[config.mk]
export PLATFORM = sky130hd
export DESIGN_NAME = sdram_req_arbiter
export DESIGN_NICKNAME = d
export VERILOG_FILES = /design/src/rtl/sdram_pkg.sv /design/src/rtl/sdram_refresh_timer.sv /design/src/rtl/sdram_req_arbiter.sv
export SDC_FILE = /design/constraint.sdc
export NUM_CORES = 1
export LEC_CHECK = 0
export ABC_AREA = 1
export ABC_CLOCK_PERIOD_IN_PS = 1700
export BUFFER_PORTS_ARGS = -buffer_cell sky130_fd_sc_hd__buf_2
export CAP_MARGIN = 10
export CELL_PAD_IN_SITES_DETAIL_PLACEMENT = 1
export CELL_PAD_IN_SITES_GLOBAL_PLACEMENT = 1
export CORE_MARGIN = 3
export CORE_UTILIZATION = 30
export CTS_CLUSTER_SIZE = 10
export DETAILED_ROUTE_END_ITERATION = 7
export GPL_TIMING_DRIVEN = 0
export PLACE_DENSITY_LB_ADDON = 0.1
export SYNTH_ARGS = -nofsm -noshare
export SYNTH_HDL_FRONTEND = slang
export SYNTH_SLANG_ARGS = --single-unit
[constraint.sdc]
create_clock -name clk -period 1.7 [get_ports clk]
set_input_delay 0.17 -clock clk [delete_from_list [all_inputs] [get_ports clk]]
set_output_delay 0.17 -clock clk [all_outputs]
set_load 0.03 [all_outputs]
[src/rtl/sdram_pkg.sv]
// -----------------------------------------------------------------------------
// sdram_pkg
// Shared definitions for the SDRAM front end: command-op encodings between the
// arbiter and the command sequencer, arbiter state encodings, the default
// refresh interval, refresh-debt limits and the raw SDRAM command pin codes
// used by the sequencer.
// Configuration macro: SDRAM_REFRESH_POSTPONE_EN (deep refresh debt of 8).
// -----------------------------------------------------------------------------
package sdram_pkg;

  typedef enum logic [1:0] {
    CMD_OP_NONE    = 2'b00,
    CMD_OP_READ    = 2'b01,
    CMD_OP_WRITE   = 2'b10,
    CMD_OP_REFRESH = 2'b11
  } cmd_op_e;

  typedef enum logic [1:0] {
    ARB_IDLE  = 2'b00,
    ARB_ISSUE = 2'b01,
    ARB_BUSY  = 2'b10
  } arb_state_e;

  // 7.8 us at 100 MHz: 8192 rows every 64 ms
  localparam int unsigned REFRESH_INTERVAL_DEFAULT = 780;

`ifdef SDRAM_REFRESH_POSTPONE_EN
  // JEDEC allows up to 8 postponed auto-refreshes
  localparam logic [3:0] REFRESH_DEBT_MAX = 4'd8;
`else
  localparam logic [3:0] REFRESH_DEBT_MAX = 4'd1;
`endif

  // SDRAM command pins {cs_n, ras_n, cas_n, we_n}
  localparam logic [3:0] SDRAM_CMD_MRS       = 4'b0000;
  localparam logic [3:0] SDRAM_CMD_REFRESH   = 4'b0001;
  localparam logic [3:0] SDRAM_CMD_PRECHARGE = 4'b0010;
  localparam logic [3:0] SDRAM_CMD_ACTIVE    = 4'b0011;
  localparam logic [3:0] SDRAM_CMD_WRITE     = 4'b0100;
  localparam logic [3:0] SDRAM_CMD_READ      = 4'b0101;
  localparam logic [3:0] SDRAM_CMD_NOP       = 4'b0111;

  // Saturating increment of the refresh debt
  function automatic logic [3:0] debt_sat_inc(input logic [3:0] debt);
    logic [3:0] res;
    if (debt >= REFRESH_DEBT_MAX) begin
      res = REFRESH_DEBT_MAX;
    end else begin
      res = debt + 4'd1;
    end
    return res;
  endfunction

endpackage

[src/rtl/sdram_refresh_timer.sv]
// -----------------------------------------------------------------------------
// sdram_refresh_timer
// Periodic auto-refresh tick generator plus refresh-debt accumulator.
//   clk, reset_n     : clock, asynchronous active-low reset
//   init_done        : timer is held at its reload value until 1
//   refresh_grant    : arbiter granted a refresh this cycle (debt - 1)
//   debt             : outstanding refreshes (saturates at REFRESH_DEBT_MAX)
//   refresh_pending  : registered (debt != 0)
// Configuration macro: SDRAM_REFRESH_POSTPONE_EN (via sdram_pkg debt limit).
// -----------------------------------------------------------------------------
module sdram_refresh_timer
  import sdram_pkg::*;
#(
  parameter int unsigned REFRESH_INTERVAL = REFRESH_INTERVAL_DEFAULT
) (
  input  logic       clk,
  input  logic       reset_n,
  input  logic       init_done,
  input  logic       refresh_grant,
  output logic [3:0] debt,
  output logic       refresh_pending
);

  localparam int unsigned   TW     = (REFRESH_INTERVAL > 1) ? $clog2(REFRESH_INTERVAL) : 1;
  localparam logic [TW-1:0] RELOAD = TW'(REFRESH_INTERVAL - 1);
  localparam logic [TW-1:0] ONE    = TW'(1);
  localparam logic [TW-1:0] ZERO   = TW'(0);

  logic [TW-1:0] timer_q, timer_d;
  logic [3:0]    debt_q, debt_d;
  logic          pending_q;
  logic          tick_s;

  // Down-counter and debt next-state
  always_comb begin
    tick_s  = 1'b0;
    timer_d = timer_q;
    debt_d  = debt_q;
    if (!init_done) begin
      timer_d = RELOAD;
    end else if (timer_q == ZERO) begin
      timer_d = RELOAD;
      tick_s  = 1'b1;
    end else begin
      timer_d = timer_q - ONE;
    end
    // tick and grant together cancel out
    case ({tick_s, refresh_grant})
      2'b10:   debt_d = debt_sat_inc(debt_q);
      2'b01:   debt_d = debt_q - 4'd1;
      default: debt_d = debt_q;
    endcase
  end

  // Timer, debt and pending flag registers
  always_ff @(posedge clk or negedge reset_n) begin
    if (!reset_n) begin
      timer_q   <= RELOAD;
      debt_q    <= 4'd0;
      pending_q <= 1'b0;
    end else begin
      timer_q   <= timer_d;
      debt_q    <= debt_d;
      pending_q <= (debt_d != 4'd0);
    end
  end

  assign debt            = debt_q;
  assign refresh_pending = pending_q;

endmodule

[src/rtl/sdram_req_arbiter.sv]
// -----------------------------------------------------------------------------
// sdram_req_arbiter
// Shares one SDRAM command sequencer between a read requester, a write
// requester and the periodic auto-refresh. One operation in flight at a time:
// IDLE (grant) -> ISSUE (cmd_valid until cmd_ready) -> BUSY (until cmd_done).
//   clk, reset_n                 : clock, asynchronous active-low reset
//   init_done                    : SDRAM init complete; no grants before it
//   rd_req_valid/ready/addr/len  : read request channel (ready is a 1-cycle
//                                  accept strobe, combinational in IDLE)
//   wr_req_valid/ready/addr/len  : write request channel
//   cmd_valid/ready/op/addr/len  : command to sequencer (registered)
//   cmd_done                     : sequencer finished (honoured in BUSY only)
//   refresh_pending              : refresh debt non-zero
// Configuration macro: SDRAM_REFRESH_POSTPONE_EN -- refresh is deferred while
// rd/wr traffic is waiting until 8 refreshes are owed.
// -----------------------------------------------------------------------------
module sdram_req_arbiter
  import sdram_pkg::*;
#(
  parameter int unsigned ADDR_WIDTH       = 32,
  parameter int unsigned REFRESH_INTERVAL = REFRESH_INTERVAL_DEFAULT,
  parameter bit          IS_READ_PRIORITY = 1'b1,
  parameter int unsigned STARVE_LIMIT     = 4
) (
  input  logic                  clk,
  input  logic                  reset_n,
  input  logic                  init_done,
  input  logic                  rd_req_valid,
  output logic                  rd_req_ready,
  input  logic [ADDR_WIDTH-1:0] rd_req_addr,
  input  logic [7:0]            rd_req_len,
  input  logic                  wr_req_valid,
  output logic                  wr_req_ready,
  input  logic [ADDR_WIDTH-1:0] wr_req_addr,
  input  logic [7:0]            wr_req_len,
  output logic                  cmd_valid,
  input  logic                  cmd_ready,
  output logic [1:0]            cmd_op,
  output logic [ADDR_WIDTH-1:0] cmd_addr,
  output logic [7:0]            cmd_len,
  input  logic                  cmd_done,
  output logic                  refresh_pending
);

  localparam int unsigned   SW         = (STARVE_LIMIT > 0) ? $clog2(STARVE_LIMIT + 1) : 1;
  localparam logic [SW-1:0] STARVE_MAX = SW'(STARVE_LIMIT);
  localparam logic [SW-1:0] STARVE_ONE = SW'(1);
  localparam logic [SW-1:0] STARVE_ZERO = SW'(0);

  arb_state_e            state_q, state_d;
  cmd_op_e               cmd_op_q, cmd_op_d;
  logic                  cmd_valid_q, cmd_valid_d;
  logic [ADDR_WIDTH-1:0] cmd_addr_q, cmd_addr_d;
  logic [7:0]            cmd_len_q, cmd_len_d;
  logic [SW-1:0]         starve_q, starve_d;
  logic                  prefer_wr_q, prefer_wr_d;
  logic                  arb_en_q;

  logic [3:0]            debt_s;
  logic                  refresh_ok_s;
  logic                  grant_ref_s, grant_rd_s, grant_wr_s;

  sdram_refresh_timer #(
    .REFRESH_INTERVAL (REFRESH_INTERVAL)
  ) u_refresh (
    .clk             (clk),
    .reset_n         (reset_n),
    .init_done       (init_done),
    .refresh_grant   (grant_ref_s),
    .debt            (debt_s),
    .refresh_pending (refresh_pending)
  );

  // Refresh eligibility
  always_comb begin
`ifdef SDRAM_REFRESH_POSTPONE_EN
    refresh_ok_s = (debt_s != 4'd0) &&
                   (!(rd_req_valid || wr_req_valid) || (debt_s >= REFRESH_DEBT_MAX));
`else
    refresh_ok_s = (debt_s != 4'd0);
`endif
  end

  // Grant selection; arb_en_q keeps readies low while reset is asserted
  always_comb begin
    grant_ref_s = 1'b0;
    grant_rd_s  = 1'b0;
    grant_wr_s  = 1'b0;
    if ((state_q == ARB_IDLE) && arb_en_q && init_done) begin
      if (refresh_ok_s) begin
        grant_ref_s = 1'b1;
      end else if (rd_req_valid && wr_req_valid) begin
        if (IS_READ_PRIORITY) begin
          if (starve_q >= STARVE_MAX) begin
            grant_wr_s = 1'b1;
          end else begin
            grant_rd_s = 1'b1;
          end
        end else begin
          if (prefer_wr_q) begin
            grant_wr_s = 1'b1;
          end else begin
            grant_rd_s = 1'b1;
          end
        end
      end else if (rd_req_valid) begin
        grant_rd_s = 1'b1;
      end else if (wr_req_valid) begin
        grant_wr_s = 1'b1;
      end else begin
        grant_ref_s = 1'b0;
      end
    end else begin
      grant_ref_s = 1'b0;
    end
  end

  // Starvation counter (read-priority) and alternation pointer next-state
  always_comb begin
    starve_d    = starve_q;
    prefer_wr_d = prefer_wr_q;
    if (grant_wr_s) begin
      starve_d    = STARVE_ZERO;
      prefer_wr_d = 1'b0;
    end else if (grant_rd_s) begin
      prefer_wr_d = 1'b1;
      // only reads granted over a waiting write count toward starvation
      if (!wr_req_valid) begin
        starve_d = STARVE_ZERO;
      end else if (starve_q < STARVE_MAX) begin
        starve_d = starve_q + STARVE_ONE;
      end else begin
        starve_d = starve_q;
      end
    end else begin
      starve_d = starve_q;
    end
  end

  // Command FSM next-state and command register next values
  always_comb begin
    state_d     = state_q;
    cmd_valid_d = cmd_valid_q;
    cmd_op_d    = cmd_op_q;
    cmd_addr_d  = cmd_addr_q;
    cmd_len_d   = cmd_len_q;
    case (state_q)
      ARB_IDLE: begin
        if (grant_ref_s) begin
          state_d     = ARB_ISSUE;
          cmd_valid_d = 1'b1;
          cmd_op_d    = CMD_OP_REFRESH;
          cmd_addr_d  = {ADDR_WIDTH{1'b0}};
          cmd_len_d   = 8'd0;
        end else if (grant_rd_s) begin
          state_d     = ARB_ISSUE;
          cmd_valid_d = 1'b1;
          cmd_op_d    = CMD_OP_READ;
          cmd_addr_d  = rd_req_addr;
          cmd_len_d   = rd_req_len;
        end else if (grant_wr_s) begin
          state_d     = ARB_ISSUE;
          cmd_valid_d = 1'b1;
          cmd_op_d    = CMD_OP_WRITE;
          cmd_addr_d  = wr_req_addr;
          cmd_len_d   = wr_req_len;
        end else begin
          state_d = ARB_IDLE;
        end
      end
      ARB_ISSUE: begin
        if (cmd_ready) begin
          state_d     = ARB_BUSY;
          cmd_valid_d = 1'b0;
        end else begin
          state_d = ARB_ISSUE;
        end
      end
      ARB_BUSY: begin
        if (cmd_done) begin
          state_d  = ARB_IDLE;
          cmd_op_d = CMD_OP_NONE;
        end else begin
          state_d = ARB_BUSY;
        end
      end
      default: begin
        state_d     = ARB_IDLE;
        cmd_valid_d = 1'b0;
        cmd_op_d    = CMD_OP_NONE;
      end
    endcase
  end

  // State and command registers
  always_ff @(posedge clk or negedge reset_n) begin
    if (!reset_n) begin
      state_q     <= ARB_IDLE;
      cmd_valid_q <= 1'b0;
      cmd_op_q    <= CMD_OP_NONE;
      cmd_addr_q  <= {ADDR_WIDTH{1'b0}};
      cmd_len_q   <= 8'd0;
      starve_q    <= STARVE_ZERO;
      prefer_wr_q <= 1'b0;
      arb_en_q    <= 1'b0;
    end else begin
      state_q     <= state_d;
      cmd_valid_q <= cmd_valid_d;
      cmd_op_q    <= cmd_op_d;
      cmd_addr_q  <= cmd_addr_d;
      cmd_len_q   <= cmd_len_d;
      starve_q    <= starve_d;
      prefer_wr_q <= prefer_wr_d;
      arb_en_q    <= 1'b1;
    end
  end

  assign rd_req_ready = grant_rd_s;
  assign wr_req_ready = grant_wr_s;
  assign cmd_valid    = cmd_valid_q;
  assign cmd_op       = cmd_op_q;
  assign cmd_addr     = cmd_addr_q;
  assign cmd_len      = cmd_len_q;

endmodule

==> results of run 1 <==
-- layer usage --
metal | vias up | track usage (%) | routed length (µm)
met1 | 1587 | 20.64 | 4643
met5 | - | 0 | 0
li1 | 1780 | - | -
met2 | 89 | 29.04 | 5180
met3 | 9 | 4.744 | 659
met4 | 0 | 4.567 | 114
-- logic make-up (layout without fill, tap and decap cells) --
family | after synthesis | count (layout) | synth area share [%]
adders and majority gates | 8 | 8 | 2.955
DFF | 64 | 64 | 47.47
AOI/OAI and AO/OA | 11 | 11 | 1.736
buffers and inverters | 48 | 220 | 6.945
other | 1 | 1 | 0.1107
and+or+nand+nor | 342 | 342 | 39.49
xor gates and xnor gates | 5 | 5 | 1.293
-- how the worst max path moves through the flow --
stage	endpoint	start
after floorplan	u_refresh.refresh_pending$_DFF_PN0_	u_refresh.timer_q[0]$_DFF_PN1_
after global placement	u_refresh.refresh_pending$_DFF_PN0_	u_refresh.timer_q[0]$_DFF_PN1_
after detailed placement	u_refresh.refresh_pending$_DFF_PN0_	u_refresh.timer_q[0]$_DFF_PN1_
after CTS	rd_req_ready	u_refresh.debt[0]$_DFF_PN0_
after global routing	wr_req_ready	u_refresh.debt[1]$_DFF_PN0_
final	wr_req_ready	u_refresh.debt[1]$_DFF_PN0_
-- power breakdown --
group / internal (mW) / switching, mW / total (mW)
Sequential: 2.09 / 0.333 / 2.43
Clock: 1.17 / 0.667 / 1.84
Combinational: 1.31 / 2.41 / 3.72
-- Yosys cell counts, types with 2 or more instances --
library cell,number,area share [%]
buf_2,8,1.2
xor2_1,2,0.52
o21ai_0,7,1.0
xnor2_1,3,0.78
nor2_1,24,2.7
buf_6,4,1.3
nand3_1,16,2.4
nand2_1,291,32
a21oi_1,3,0.44
dfstp_2,5,3.9
dfrtp_1,59,44
ha_1,8,3.0
nor2_2,2,0.37
inv_1,28,3.1
nand3_2,2,0.59
nand4_1,3,0.55
nor3_1,2,0.30
buf_4,4,0.89
inv_2,4,0.44
-- layout make-up --
cell class                 count  area (µm²)  area share [%]
timing repair buffer         157       900.9           18.22
sequential                    64        1608           32.52
clock buffer                  12       246.5           4.986
multi-input combinational    367        1674           33.86
clock inverter                 4       45.04          0.9112
inverter                      32       132.6           2.683
tap                          140       175.2           3.543
buffer                        15       161.4           3.265
-- state kept, by name, indices dropped and copies added, names as in the netlist --
register                   cells
u_refresh.debt                 4
cmd_op                         2
arb_en_q                       1
cmd_addr                      32
u_refresh.timer_q             10
u_refresh.refresh_pending      1
cmd_len                        8
cmd_valid                      1
starve_q                       3
state_q                        2
-- worst max-delay path, delay by kind of cell (launching register included) --
| family | cells | cell delay, ps |
|---|---|---|
| buffers and inverters | 4 | 450 |
| flip-flops | 1 | 400 |
| AND/OR/NAND/NOR | 3 | 370 |
| adder cells (fa/ha/maj) | 1 | 160 |
-- layout by cell type (no fill, tap or decap), types with 9 or more instances in the layout --
cell type,count
buf_2,129
buf_4,24
buf_6,11
clkbuf_16,9
dfrtp_1,59
inv_1,19
inv_2,9
nand2_1,287
nand3_1,15
nor2_1,23
-- timing repair --
item | CTS | global route
setup endpoints to repair | 49 | 54
pin swaps | 14 | 13
resized for setup | 25 | 37
hold endpoints to repair | 53 | 0
hold buffers | 1 | 0
buffers inserted | 16 | 8
-- per-stage QoR --
step	worst slack, ps	TNS, ps	total power, mW	utilization [%]
floorplan	0.6831	0	4.626	-
global placement	-163.4	-5084	5.603	38.94
detailed placement	-212.1	-5429	5.700	38.96
CTS	-70.13	-135.4	7.835	43.76
global route	-269.2	-8081	8.572	45.21
finish	-180.1	-2626	7.978	45.21
==> results.toml, run 1 <==
[logic_synthesis]
synth.net_count = 574
synth.avg_cell_area_um2 = 7.071
syn_area_mm2 = 0.003387
synth_seq_cells = 64
netlist_instances = 479
ys_warn_count = 0
seq_area_frac_synth_pct = 47.47
synth_edf_count = 0
ys_async_sr_fraction_pct = 100.0
synth_cell_types = 23
synth-main-ff-cell = "dfrtp_1"

[drt]
postRouteAntennaNets = 0
drt_pass1_iterations = 4
wl_um = 10600
vias_per_cell = 4.381
num_vias = 3465
drc = 0
wl_per_cell_um = 13.40
drt_iter0_markers = 77

[place]
io_buffers = 132
dp_cells = 751
hpwl_um = 7610
place.gp.congestion = 0.7968
placed_area_mm2 = 0.004260

[timing]
rsz0062_at_grt = "true"
fin_ws_ps = -180.1
min_period_ps = 1880
hold_violations = 0
post-route-period-util_pct = 110.6
fmax_ghz = 0.5319
slew_viol_final = 0
slew_headroom_pct = 43.30
final-setup-viol-count = 47
hold-worst-slack_ps = 123.3
worst_pin_slew_ps = 850.5
fin_skew_ps = 9.283

[power]
power_leakage_nw = 2.890
power_density_mw_per_mm2 = 1614
ir_worst_vdd_mv = 0.6125

[die]
die_w_um = 112.3
fp.dieH_um = 112.3
rows = 38
core_region_area_mm2 = 0.01094
io_pins = 133
start_util_pct = 30.97
dieArea_mm2 = 0.01260

[critical_path]
r2r-start = "u_refresh.debt[1]$_DFF_PN0_"
slowest_stage = "dfrtp_1"
crit_type = "reg2out"
cp_max_fo = 4
rrSetupSlack_ps = -130
worstPathCellList = "inv_2, ha_4, nand2_4, nor2_4, buf_6, nand3_4, inv_2, buf_6"
endpoint_kind = "output port"
critPathLaunchType = "flip-flop"
r2r_cells = 13
cp.arrival_ps = 1710
critPathRequiredTime_ps = 1530
r2r_end = "u_refresh.refresh_pending$_DFF_PN0_"
critical_path.max_stage_delay_ps = 400

[cts]
clock_latency_ps = 330
h-tree-depth = 3
cts_made_buffers = 9
cts-root-buf = "clkbuf_16"
cts_buffer_depth = 2
clock-sinks = 64
cts_tree = "done"
clk_pin_slew_worst_paths_ps = 60

[job]
maxCapViolCount = 0

[finish]
n_antenna_cell = 0
final_nets = 741
fillers = 1415
area_delta_synth_final_pct = 45.95
finish.instance_area_mm2 = 0.004943
layout-drive-gt1-share_pct = 33.95
instances_no_fill = 791

[grt]
grt.overflow.total = 0
grt_pass1_wl_um = 17330
grt_antenna_before_repair = 0
grt_max_degree = 65
grt_pass1_vias = 3665
grt.total_usage_pct = 16.82

[run_status]
violations = "negative setup slack"
status = "complete, but fails checks"

[hold_path]
holdPathEnd = "cmd_addr[19]$_DFFE_PN0P_"
holdCritStartpoint = "rd_req_addr[19]"
hold_path_class = "in2reg"
hold-path-cell-count = 5
Power figures use the tool's default switching activity.
==> run 2: changes to the inputs <==
--- a/config.mk
+++ b/config.mk
@@ -16,7 +16,7 @@
 export CTS_CLUSTER_SIZE = 10
 export DETAILED_ROUTE_END_ITERATION = 7
 export GPL_TIMING_DRIVEN = 0
-export PLACE_DENSITY_LB_ADDON = 0.1
+export PLACE_DENSITY = 0.83
 export SYNTH_ARGS = -nofsm -noshare
 export SYNTH_HDL_FRONTEND = slang
 export SYNTH_SLANG_ARGS = --single-unit
==> run 2 against run 1 <==
Compared with the run above: count of clock-buffer cells in the layout shrank 2; sequential share of layout area barely moved; first-iteration DRC count up 70%; power down 0.70%; via count grew 3.6%; the flow still finishes with violations (negative setup slack); flip-flop and latch count is the same; largest cell class unchanged; largest power group unchanged.
==> results.toml, run 2 (synthesized netlist as in run 1, its figures left out) <==
[finish]
final_nets = 739
layout_common_cells = "nand2_1 (285), buf_2 (129), dfrtp_1 (59)"
fillers = 1416
regArea_mm2 = 0.001608
largest_register_ffs = 32
area_delta_synth_final_pct = 45.73
layout-drive-gt1-share_pct = 34.21
final_util_pct = 45.14
final_common_cell = "nand2_1"
multi_input_area_mm2 = 0.001674
n_antenna_cell = 0

[timing]
fmax_ghz = 0.5378
hold-worst-slack_ps = 126.8
fin_ws_ps = -159.5
final-setup-viol-count = 51
post-route-period-util_pct = 109.4
slew_viol_final = 0
worst_pin_slew_ps = 839.6
rsz0062_at_grt = "true"
hold_violations = 0
min_period_ps = 1860
tns_ps = -2493
fin_skew_ps = 5.761
slew_headroom_pct = 44.03

[run_status]
violations = "negative setup slack"
status = "complete, but fails checks"

[job]
maxCapViolCount = 0

[hold_path]
hold_path_class = "in2reg"
holdCritStartpoint = "rd_req_addr[11]"

[drt]
drt_pass1_iterations = 4
drt_iter0_markers = 131
wl_um = 11010
num_vias = 3590
wl_per_cell_um = 13.96
vias_per_cell = 4.550
drc = 0
postRouteAntennaNets = 0

[place]
pre_cts_ws_ps = -329.7
place.gp.congestion = 0.7683
io_buffers = 132
hpwl_um = 7838

[cts]
h-tree-depth = 3
clock_latency_ps = 320
cts_made_buffers = 9
cts-root-buf = "clkbuf_16"
clock-sinks = 64
cts_tree = "done"
cts_buffer_depth = 2
clk_pin_slew_worst_paths_ps = 60

[grt]
grt.overflow.total = 0
grt_pass1_wl_um = 17800
grt_max_degree = 65
grt.total_usage_pct = 17.24
grt_antenna_before_repair = 0
grt_pass1_vias = 3832

[die]
die_w_um = 112.3
fp.dieH_um = 112.3
io_pins = 133
rows = 38
start_util_pct = 30.97
dieArea_mm2 = 0.01260
core_region_area_mm2 = 0.01094

[power]
power_density_mw_per_mm2 = 1605
ir_worst_vdd_mv = 0.6649
power_leakage_nw = 2.872

[critical_path]
critPathLaunchType = "flip-flop"
critPathRequiredTime_ps = 1910
r2r-start = "u_refresh.timer_q[1]$_DFF_PN1_"
endpoint_kind = "flip-flop"
cp.arrival_ps = 2070
crit_type = "reg2reg"
cp_max_fo = 4
startpoint = "u_refresh.timer_q[1]$_DFF_PN1_"
-- run 2: per-layer routing --
| layer | part of all wire [%] | vias up | global-route usage (%) |
|---|---|---|---|
| li1 | - | 1774 | - |
| met1 | 42 | 1692 | 20.60 |
| met2 | 52 | 116 | 31.15 |
| met3 | 5.3 | 8 | 3.235 |
| met4 | 1.1 | 0 | 5.609 |
| met5 | 0 | - | 0 |
-- run 2: timing repair --
action | 4_1_cts | 5_1_grt
hold buffers | 1 | 0
endpoints found under the hold margin | 59 | 0
pin swaps | 17 | 12
cloned | 0 | 1
buffers inserted | 12 | 8
resized for setup | 29 | 22
setup endpoints to repair | 53 | 58
-- run 2: worst max-delay path: stages, from the launching register on --
cell	delay, ps
dfstp_2	540
inv_2	60
ha_4	150
nand4_1	100
nor2_2	50
nand2_2	110
ha_4	240
a21oi_2	100
o21ai_1	70
nand2_1	100
nand2_1	90
inv_1	70
nand2_1	50
-- run 2: path summary, 6_finish.rpt --
check | depth (start not counted) | endpoint | slack, ps
min in group asynchronous | 2 | state_q[0]$_DFF_PN0_ | 460
max in group asynchronous | 2 | cmd_addr[29]$_DFFE_PN0P_ | 640
max | 12 | u_refresh.refresh_pending$_DFF_PN0_ | -160
min | 5 | cmd_addr[11]$_DFFE_PN0P_ | 130
max reg2reg | 12 | u_refresh.refresh_pending$_DFF_PN0_ | -160
min reg2reg | 2 | cmd_valid$_DFFE_PN0P_ | 470
-- run 2: where the power goes --
| part | internal [mW] | total [mW] | switching (mW) |
|---|---|---|---|
| Clock | 1.18 | 1.87 | 0.692 |
| Sequential | 2.09 | 2.43 | 0.341 |
| Combinational | 1.22 | 3.62 | 2.40 |
| Total | 4.49 | 7.92 | 3.43 |
-- run 2: through the flow --
step	power, mW	cell area (µm²)	cells
after floorplan	4.626	3422	479
after global placement	5.572	4258	751
after detailed placement	5.717	4260	751
after CTS	7.848	4790	780
after global routing	8.506	4936	789
final	7.922	4936	789
-- run 2: cell type report --
| type | instances | area share [%] |
|---|---|---|
| inverters | 32 | 2.687 |
| plain buffers | 16 | 3.118 |
| clock inverters | 6 | 1.394 |
| multi-input cells | 367 | 33.92 |
| flip-flops and latches | 64 | 32.57 |
| repair buffers | 154 | 17.92 |
| clock buffers | 10 | 4.842 |
| well taps | 140 | 3.549 |
==> run 3: changes to the inputs <==
--- a/config.mk
+++ b/config.mk
@@ -12,11 +12,12 @@
 export CELL_PAD_IN_SITES_DETAIL_PLACEMENT = 1
 export CELL_PAD_IN_SITES_GLOBAL_PLACEMENT = 1
 export CORE_MARGIN = 3
-export CORE_UTILIZATION = 30
+export CORE_UTILIZATION = 31
 export CTS_CLUSTER_SIZE = 10
 export DETAILED_ROUTE_END_ITERATION = 7
 export GPL_TIMING_DRIVEN = 0
 export PLACE_DENSITY = 0.83
 export SYNTH_ARGS = -nofsm -noshare
 export SYNTH_HDL_FRONTEND = slang
+export SYNTH_HIERARCHICAL = 1
 export SYNTH_SLANG_ARGS = --single-unit
==> run 3 against run 2 <==
Compared with the run above: the flow still finishes with violations (negative setup slack); worst setup slack lost 21 ps; synthesized cell count is 2.1% higher; critical path depth unchanged; via count up 8.6%; maximum frequency fell by 1.1%; utilization rose by 2.1 points; largest cell class unchanged; register-to-register slack worse by 20 ps; non-clock buffer count grew 19; clock power down 13%.
==> results.toml, run 3 <==
[finish]
instances_no_fill = 813
layout-drive-gt1-share_pct = 40.71
area_delta_synth_final_pct = 46.67
layout_common_cells = "nand2_1 (219), buf_2 (135), nand3_1 (65)"
final_nets = 764
n_antenna_cell = 0
final_common_cell = "nand2_1"
largest_register_ffs = 32
fillers = 1407

[logic_synthesis]
synth-main-ff-cell = "dfrtp_1"
syn_area_mm2 = 0.003550
synthTopCellsByArea = "dfrtp_1 (42%), nand2_1 (24%), nand3_1 (9.4%)"
synth.avg_cell_area_um2 = 7.259
post-synth-top-count-cell = "nand2_1"
synth.net_count = 584
ys_async_sr_fraction_pct = 100.0
netlist_instances = 489
ys_warn_count = 6
seq_area_frac_synth_pct = 45.29
synth_seq_cells = 64
synth.top_cell.area_share_pct = 41.59
synthTopCellsByCount = "nand2_1 (230), nand3_1 (67), dfrtp_1 (59)"
yosysTopAreaCell = "dfrtp_1"
synth_edf_count = 0
synth_cell_types = 30

[place]
hpwl_um = 8357
place.gp.congestion = 0.7946
io_buffers = 132
dp_cells = 761

[die]
dieArea_mm2 = 0.01277
start_util_pct = 32.18
core_region_area_mm2 = 0.01103
io_pins = 133
rows = 38
die_w_um = 113.0
fp.dieH_um = 113.0

[cts]
clock-sinks = 64
cts-root-buf = "clkbuf_16"
clock_latency_ps = 330
cts_made_buffers = 9
h-tree-depth = 3
cts_buffer_depth = 2
clk_pin_slew_worst_paths_ps = 60
cts_tree = "done"

[power]
ir_worst_vdd_mv = 0.7553
power_density_mw_per_mm2 = 1665
power_mw = 8.667
power_leakage_nw = 2.964

[grt]
grt_antenna_before_repair = 0
grt_pass1_vias = 4108
grt.total_usage_pct = 19.15
grt.overflow.total = 0
grt_pass1_wl_um = 19820
grt_max_degree = 65

[run_status]
violations = "negative setup slack"
status = "complete, but fails checks"

[timing]
hold_violations = 0
worst_pin_slew_ps = 840.2
rsz0062_at_grt = "true"
fmax_ghz = 0.5316
fin_ws_ps = -181.0
final-setup-viol-count = 7
slew_viol_final = 0
slew_headroom_pct = 43.98
min_period_ps = 1881
post-route-period-util_pct = 110.6
fin_skew_ps = 6.573

[critical_path]
crit_type = "reg2reg"
startpoint = "u_refresh/timer_q[0]$_DFF_PN1_"
cp_max_fo = 7
r2r-start = "u_refresh/timer_q[0]$_DFF_PN1_"
r2r_end = "u_refresh/refresh_pending$_DFF_PN0_"
r2r_cells = 12
cp.arrival_ps = 2080
critPathLaunchType = "flip-flop"
rrSetupSlack_ps = -180
crit_end = "u_refresh/refresh_pending$_DFF_PN0_"
critPathRequiredTime_ps = 1900
endpoint_kind = "flip-flop"

[drt]
wl_met3_um = 745
routed.top_layer = "met4"
postRouteAntennaNets = 0
num_vias = 3898
wl_met1_um = 5217
wl_um = 13200
drt_pass1_iterations = 6
drc = 0
wl_per_cell_um = 16.23
wl_met2_um = 6797
drt_iter0_markers = 139
vias_per_cell = 4.795

[hold_path]
hold_path_class = "in2reg"

[job]
maxCapViolCount = 0
run 3: worst min-delay path by stage:
stage                              startpoint                             end  slack (ps)  cells past startpoint
6_report                       wr_req_addr[0]         cmd_addr[0]$_DFFE_PN0P_         130                      5
3_3_place_gp   u_refresh/timer_q[0]$_DFF_PN1_  u_refresh/timer_q[0]$_DFF_PN1_         440                      1
3_5_place_dp                          reset_n        cmd_addr[11]$_DFFE_PN0P_         330                      1
2_1_floorplan                         reset_n              arb_en_q$_DFF_PN0_        -130                      0
4_1_cts                       wr_req_addr[28]        cmd_addr[28]$_DFFE_PN0P_         120                      5
5_1_grt                        wr_req_addr[0]         cmd_addr[0]$_DFFE_PN0P_         130                      5
run 3: critical path: stages (launching register included):
cell,delay [ps]
dfstp_2,540
inv_2,50
ha_4,150
nand2_2,60
nor2_2,40
nand2_2,100
nor2_4,50
ha_4,340
inv_4,50
nor2_4,110
a21oi_2,70
nor2_1,100
nand3_1,90
run 3: cell families (layout without fill, tap and decap cells):
group	after synthesis	count (layout)	synth area share, %
buffers and inverters	57	241	7.296
AND/OR/NAND/NOR	338	338	40.61
flip-flops	64	64	45.29
AO/OA/AOI/OAI	17	17	2.890
adder cells (fa/ha/maj)	8	8	2.820
other	1	1	0.1056
XOR/XNOR	4	4	0.9869
run 3: per-layer routing:
metal  vias to the layer above  GRT usage [%]
met5                         -              0
met4                         0          7.051
met3                        34          4.064
met2                       130          34.16
met1                      1856          22.59
li1                       1878              -
run 3: per-stage QoR:
stage / util, % / area, µm² / setup WS, ps / setup TNS (ps) / hold WS, ps
2_1_floorplan: - / 3592 / -57.94 / -63.19 / -125.6
3_3_place_gp: 40.14 / 4428 / -251.1 / -1733 / 442.9
3_5_place_dp: 40.17 / 4431 / -336.2 / -3013 / 326.4
4_1_cts: 45.47 / 5016 / -110.6 / -114.8 / 123.8
5_1_grt: 47.20 / 5206 / -251.9 / -1558 / 134.2
6_report: 47.20 / 5206 / -181.0 / -578.5 / 125.4
run 3: what timing repair did:
action | in CTS | in global routing
gates resized for setup | 43 | 40
hold buffers | 1 | 0
buffers inserted | 28 | 15
hold endpoints to repair | 55 | 0
endpoints found under the setup margin | 47 | 51
gates cloned | 0 | 0
pin swaps | 22 | 23
run 3: where the power goes:
group / leakage, nW / internal (mW) / total, mW / switching [mW]
Clock: 0.125 / 0.971 / 1.63 / 0.662
Sequential: 0.798 / 2.11 / 2.50 / 0.390
Combinational: 2.04 / 1.57 / 4.53 / 2.96
Total: 2.96 / 4.65 / 8.67 / 4.02
run 3: final cells by class:
cell class / count / area, µm² / area share, %
inverter: 37 / 158.9 / 3.052
clock buffer: 11 / 232.7 / 4.470
sequential: 64 / 1612 / 30.95
timing repair buffer: 175 / 1023 / 19.66
tap: 140 / 175.2 / 3.365
buffer: 14 / 108.9 / 2.091
multi-input combinational: 368 / 1873 / 35.98
clock inverter: 4 / 22.52 / 0.4326
